File: config.mk
export PLATFORM = sky130hd
export DESIGN_NAME = pwm_multi_channel
export DESIGN_NICKNAME = d
export VERILOG_FILES = /design/src/rtl/pwm_multi_channel.sv
export SDC_FILE = /design/constraint.sdc
export NUM_CORES = 1
export LEC_CHECK = 0
export CAP_MARGIN = 40
export CORE_UTILIZATION = 57
export CTS_BUF_LIST = sky130_fd_sc_hd__clkbuf_8
export DETAILED_ROUTE_END_ITERATION = 12
export PLACE_DENSITY = 0.79
export SETUP_SLACK_MARGIN = 0.15
export SYNTH_ARGS = -nofsm -noshare
export SYNTH_HDL_FRONTEND = slang
export SYNTH_SLANG_ARGS = --single-unit
File: constraint.sdc
create_clock -name clk -period 2.5 [get_ports clk]
set_input_delay 0.5 -clock clk [delete_from_list [all_inputs] [get_ports clk]]
set_output_delay 0.5 -clock clk [all_outputs]
set_load 0.1 [all_outputs]
File: src/rtl/pwm_multi_channel.sv
// ---------------------------------------------------------------------------
// pwm_multi_channel
//
// Multi-channel PWM generator. A shared prescaler produces a step tick every
// prescale+1 clocks. A shared period counter counts 0..period on those ticks.
// Each channel compares the period counter against its own active duty value.
// Duty values are double-buffered:
//   - a write lands in a pending register;
//   - the pending value is copied to the active register only at a period
//     wrap, or continuously while the block is disabled.
// This keeps every update glitch-free. The period value is shadowed the same
// way, so a period change takes effect at the next boundary.
//
// Ports
//   clk          system clock
//   rst_n        asynchronous active-low reset
//   enable       1 = counters run; 0 = counters held at 0, outputs idle
//   prescale     step tick every prescale+1 clk cycles
//   period       period counter counts 0..period
//   wr_en        duty write strobe
//   wr_ch        target channel of the write (>= CHANNELS is ignored)
//   wr_duty      duty value: high steps per period
//   invert       per-channel output polarity (XOR)
//   pwm_out      registered PWM outputs
//   period_tick  one-cycle pulse, registered from the period wrap
// ---------------------------------------------------------------------------
module pwm_multi_channel #(
    parameter int CHANNELS = 4,
    parameter int CNT_W    = 8,
    parameter int PRESC_W  = 16,
    parameter int CH_W     = (CHANNELS > 1) ? $clog2(CHANNELS) : 1
) (
    input  logic                clk,
    input  logic                rst_n,
    input  logic                enable,
    input  logic [PRESC_W-1:0]  prescale,
    input  logic [CNT_W-1:0]    period,
    input  logic                wr_en,
    input  logic [CH_W-1:0]     wr_ch,
    input  logic [CNT_W-1:0]    wr_duty,
    input  logic [CHANNELS-1:0] invert,
    output logic [CHANNELS-1:0] pwm_out,
    output logic                period_tick
);

    // One extra bit so that CHANNELS itself is representable (e.g. 16 with CH_W=4).
    localparam logic [CH_W:0] CH_LIMIT = (CH_W+1)'(CHANNELS);

    logic [PRESC_W-1:0]  presc_cnt;
    logic [CNT_W-1:0]    step_cnt;
    logic [CNT_W-1:0]    period_act;
    logic [CNT_W-1:0]    pend [CHANNELS];
    logic [CNT_W-1:0]    act  [CHANNELS];

    logic                tick;
    logic                wrap;
    logic                shadow_load;
    logic                wr_valid;
    logic [CHANNELS-1:0] wr_hit;
    logic [CHANNELS-1:0] raw_p0;

    // Stage 0: step tick, period wrap and write decode (combinational)
    // Using >= makes a lowered prescale force a tick on the next cycle
    // instead of letting the counter run all the way around.
    assign tick        = enable && (presc_cnt >= prescale);
    assign wrap        = tick && (step_cnt >= period_act);
    assign shadow_load = !enable || wrap;
    assign wr_valid    = wr_en && ({1'b0, wr_ch} < CH_LIMIT);

    always_comb begin
        wr_hit = '0;
        for (int i = 0; i < CHANNELS; i++) begin
            wr_hit[i] = wr_valid && (wr_ch == CH_W'(i));
        end
    end

    always_comb begin
        raw_p0 = '0;
        for (int i = 0; i < CHANNELS; i++) begin
            raw_p0[i] = enable && (step_cnt < act[i]);
        end
    end

    // Stage 1: counters, shadow registers and registered outputs
    always_ff @(posedge clk or negedge rst_n) begin
        if (!rst_n) begin
            presc_cnt <= '0;
            step_cnt  <= '0;
        end else if (!enable) begin
            presc_cnt <= '0;
            step_cnt  <= '0;
        end else if (tick) begin
            presc_cnt <= '0;
            step_cnt  <= wrap ? '0 : step_cnt + CNT_W'(1);
        end else begin
            presc_cnt <= presc_cnt + PRESC_W'(1);
        end
    end

    always_ff @(posedge clk or negedge rst_n) begin
        if (!rst_n) begin
            period_act <= '0;
        end else if (shadow_load) begin
            period_act <= period;
        end
    end

    // A write that coincides with a shadow load bypasses the pending
    // register, so the new duty is used by the period starting now.
    always_ff @(posedge clk or negedge rst_n) begin
        if (!rst_n) begin
            for (int i = 0; i < CHANNELS; i++) begin
                pend[i] <= '0;
                act[i]  <= '0;
            end
        end else begin
            for (int i = 0; i < CHANNELS; i++) begin
                if (wr_hit[i]) begin
                    pend[i] <= wr_duty;
                end
                if (shadow_load) begin
                    act[i] <= wr_hit[i] ? wr_duty : pend[i];
                end
            end
        end
    end

    always_ff @(posedge clk or negedge rst_n) begin
        if (!rst_n) begin
            pwm_out     <= '0;
            period_tick <= 1'b0;
        end else begin
            pwm_out     <= raw_p0 ^ invert;
            period_tick <= wrap;
        end
    end

endmodule
* Word level (Yosys, flattened, before mapping) *
Cells that the tools add are included.

storage, ports and cells
  bits in registers = 101
  bits of input ports = 42
  output and inout port bits = 5

cells by class
  add/sub/neg operators = 2
  magnitude comparators = 6
  equality and inequality tests = 4
  mux-type cells = 9
  bitwise gates (word level) = 1
  reduce and logical (&&, ||, !) cells = 13

operators with widths
  operator                                                                 number
  8-bit 2-to-1 mux                                                         7
  8-bit < comparator                                                       4
  16-bit 2-to-1 mux                                                        2
  16-bit by 1-bit adder with 16-bit output, second input constant          1
  16-bit >= comparator                                                     1
  1-bit logical AND                                                        10
  8-bit by 1-bit adder with 8-bit output, second input constant            1
  8-bit >= comparator                                                      1
  2-bit == test, second input constant                                     2
  4-bit XOR                                                                1
  2-bit by 1-bit == test with 1-bit output, second input constant          1
  2-bit zero test                                                          1
  2-bit by 1-bit inequality test with 1-bit output, second input constant  1
  1-bit zero test                                                          1
  1-bit logical OR                                                         1

* Logic depth before layout (Yosys ltp) *
  depth after elaboration = 6
  depth in mapped cells = 10
  depth with buffers taken out = 9

* Least setup slack after synthesis *
Ideal clock, no wire load.

  kind = input-to-reg
  start point = input port prescale[15]
  end point = register period_act[0]
  library setup time = 0.125 ns
  arrival = 2.291 ns
  data required time = 2.375 ns
  setup slack = 0.084 ns
  stages = 8
  path through = inv_1 -> ha_1 -> nand4_1 -> a2111oi_4 -> a31oi_4 -> o21ai_4 -> buf_6 -> mux2_2

between the ends
  word-level cells in the longest chain between the ends = 4

RTL lines
  what                  RTL line  RTL
  start, declared       36        input logic [PRESC_W-1:0] prescale,
  16-bit >= comparator  65        assign tick = enable && (presc_cnt >= prescale);
  1-bit logical AND     65
  1-bit logical AND     66        assign wrap = tick && (step_cnt >= period_act);
  1-bit logical OR      67        assign shadow_load = !enable || wrap;
  end signal, assigned  104       period_act <= period;
  end, declared         51        logic [CNT_W-1:0] period_act;

Every way passes these cells.
A chain may end at the register's enable or synchronous reset.

* Worst setup path in the final report *
  start point = register presc_cnt[7]
  end point = register act[1] (netlist bit)

between the ends
  word-level cells in the longest chain between the ends = 4

RTL lines
  what                           RTL line  RTL
  start, declared                49        logic [PRESC_W-1:0] presc_cnt;
  start signal, assigned         96        presc_cnt <= presc_cnt + PRESC_W'(1);
  16-bit >= comparator           65
  1-bit logical AND              65
  1-bit logical AND              66
  1-bit logical OR               67
  end signal, assigned by index  122       act[i] <= wr_hit[i] ? wr_duty : pend[i];
  end, declared                  53        logic [CNT_W-1:0] act [CHANNELS];

Every way passes these cells.

==> flow_metrics.tcl <==
set metrics [dict create \
    fin_crit_ns 2.43 \
    postRouteAntennaNets 0 \
    final-hold-violation-count 0 \
    nNetsFinal 640 \
    grt_usage_pct 27.3 \
    tns_ns 0 \
    synth-edff-count 0 \
    numPortBuffers 46 \
    grt_max_degree 42 \
    tightest_slew_ns 0.517 \
    path_class "register to register" \
    p_per_area_nw_per_um2 576 \
    synth_compound_area_share_pct 8.31 \
    crit_path_end "act[1]$_DFFE_PN0P_" \
    r2r-end "act[1]$_DFFE_PN0P_" \
    wl_per_cell_um 18.7 \
    whs_ns 0.0922 \
    worstSetupEndpointType "register" \
    placedCellCount 615 \
    start_util_pct 59.7 \
    p_leak_uw 0.00339 \
    muxShareOfSynthArea_pct 14.1 \
    grt_remaining_overflow 0 \
    drive_gt1_share_pct 31.3 \
    maxCapViolations 0 \
    crit_path_max_fanout 8 \
    place_congestion 0.783 \
    highest_layer "met4" \
    die_x_um 98.0 \
    final_cells 657 \
    ys.flop_type "dfrtp_1" \
    wl_met3_um 533 \
    rows 34 \
    core_um2 8810 \
    grt_pass1_wl_um 20500 \
    finalSetupViolCount 0 \
    synth-simple-area-share_pct 7.83 \
    cp.arrival_ns 2.69 \
    hold_buffers 0 \
    route.met2.wl_um 6260 \
    fmax_mhz 411 \
    cts_buffer_depth 2 \
    ys_async_sr_fraction_pct 100 \
    min_path_type "primary input to async pin" \
    synth_top_family_by_area "multiplexers" \
    htree_levels 3 \
    synth_cells 449 \
    area_growth_pct 29.8 \
    violations "design-rule violations" \
    cts.clk_slew.worst_paths_ns 0.11 \
    rr_worst_depth 9 \
    ir_drop_v 0.000427 \
    rsz0062_at_grt "true" \
    nFillCells 521 \
    synthAdderAreaFrac_pct 12.9 \
    io_pins 47 \
    r2r_setup_slack_ns 0.07 \
    drc 3 \
    ys_ff_latch 101 \
    fin_crit_sh_pct 97.3 \
    antenna_cells 0 \
    clock_latency_ns 0.37 \
    antenna_found_initial 0 \
    cts.sinks 101 \
    timing.rr.start "presc_cnt[7]$_DFF_PN0_" \
    dpl.hpwl_um 7460 \
    cp-startpoint "presc_cnt[7]$_DFF_PN0_" \
    status "finished with violations" \
    ys_warn_count 0 \
    seq_area_frac_synth_pct 48.1 \
    slew_headroom_pct 65.5 \
    routed_wl_um 12300 \
    design.die.area_um2 9610 \
    cts_tree "built" \
    die_h_um 98.0 \
    root_buffer "clkbuf_8" \
    start_kind "register" \
    finClkSkew_ns 0.0157 \
    utilization_pct 77.5 \
    grt_pass1_vias 4137 \
    synth_xor_area_share_pct 4.00 \
    crit_required_ns 2.76 \
    wl_met1_um 5130 \
    drv_slew 0 \
    dr.pass1.iters 8 \
    drt_iter0_drc 130 \
    vias_per_cell 5.70 \
    ys_types 38 \
    postSynthAreaPerCell_um2 11.7 \
    cts_made_buffers 9 \
    synth_area_um2 5260 \
    p_total_uw 3930 \
    num_vias 3746 \
    synth.net_count 545 \
]
cells in the mapped netlist (3+ instances only):
cell	n	area share, %
dfrtp_1	101	48
mux2_2	62	13
ha_1	54	13
inv_1	53	3.8
nor2_1	28	2.0
nand2_1	22	1.6
xor2_1	14	2.3
o21ai_0	12	1.1
a21o_1	10	1.4
a21oi_1	10	0.95
xnor2_1	10	1.7
nand3_1	9	0.86
a211oi_1	6	0.86
nand2b_1	6	0.71
nand4_1	6	0.71
and3_1	5	0.60
o21a_1	5	0.71
a211o_1	4	0.67
buf_2	4	0.38
nand3b_1	4	0.57
buf_6	3	0.64
mux2_1	3	0.64
nor3_1	3	0.29
area by class of cell:
type | count | area, um2 | area share (%)
multi-input cells | 288 | 2830 | 41.5
flip-flops and latches | 101 | 2530 | 37.1
repair buffers | 91 | 937 | 13.7
inverters | 53 | 204 | 2.99
well taps | 108 | 135 | 1.98
clock buffers | 9 | 124 | 1.82
clock inverters | 7 | 58.8 | 0.862
metrics by stage:
stage	worst slack [ns]	cell area, um2
final	0.0673	6820
after global routing	-0.000761	6820
after CTS	0.0877	6640
after detailed placement	-0.511	6030
after global placement	-0.455	6030
after floorplan	0.153	5330
power by group:
part	total [uW]	leakage (uW)	switching, uW	internal, uW
clock	983	0.0000911	605	378
sequential	1990	0.00124	115	1880
combinational	958	0.00206	436	521
timing repair:
item | in CTS | in global routing
resized for setup | 64 | 23
pin swaps | 24 | 13
setup endpoints to repair | 63 | 59
cloned | 4 | 1
buffers inserted | 13 | 8
layer usage:
layer	vias up	GRT usage, %
li1	1734	-
met1	1872	34.2
met2	105	47.7
met3	35	4.65
met4	0	9.67
met5	-	0
state kept, by name (all words and copies together) (netlist names):
name         cells
act             32
pend            32
presc_cnt       16
period_act       8
step_cnt         8
pwm_out          4
period_tick      1
placed cells by master (no fill, tap or decap), types with 10 or more instances in the layout:
master           Yosys  layout
clkdlybuf4s50_1      0      27
nor2_1              28      27
dlygate4sd2_1        0      11
mux2_4               0      33
dfrtp_1            101      97
inv_1               53      46
ha_1                54      44
a21o_1              10      10
o21ai_0             12      11
xnor2_1             10      10
mux2_2              62      32
xor2_1              14      13
nand2_1             22      20
buf_4                0      36
logic make-up after synthesis:
group	count (synthesis)
AND/OR/NAND/NOR	86
multiplexers	66
adder cells (fa/ha/maj)	54
XOR/XNOR	24
AO/OA/AOI/OAI	58
flip-flops	101
buffers and inverters	60
worst min path at each step:
stage / startpoint / to / slack [ns] / depth (start not counted)
after floorplan: rst_n / act[0]$_DFFE_PN0P_ / 0.20 / 0
after CTS: rst_n / period_act[6]$_DFFE_PN0P_ / 0.11 / 1
after global placement: act[11]$_DFFE_PN0P_ / act[11]$_DFFE_PN0P_ / 0.47 / 1
final: rst_n / period_act[0]$_DFFE_PN0P_ / 0.09 / 1
after global routing: rst_n / period_act[6]$_DFFE_PN0P_ / 0.13 / 1
after detailed placement: pend[19]$_DFF_PN0_ / pend[19]$_DFF_PN0_ / 0.48 / 1
critical path, cell delays in order (launching register included):
cell and delay (ns):
dfrtp_2 0.44, ha_4 0.31, o211ai_1 0.14, a2111oi_4 0.41, a31oi_4 0.16, o21ai_4 0.18, buf_6 0.15, buf_6 0.11
buf_16 0.14, mux2_4 0.30
No activity file was read; power rests on OpenSTA's default activity.
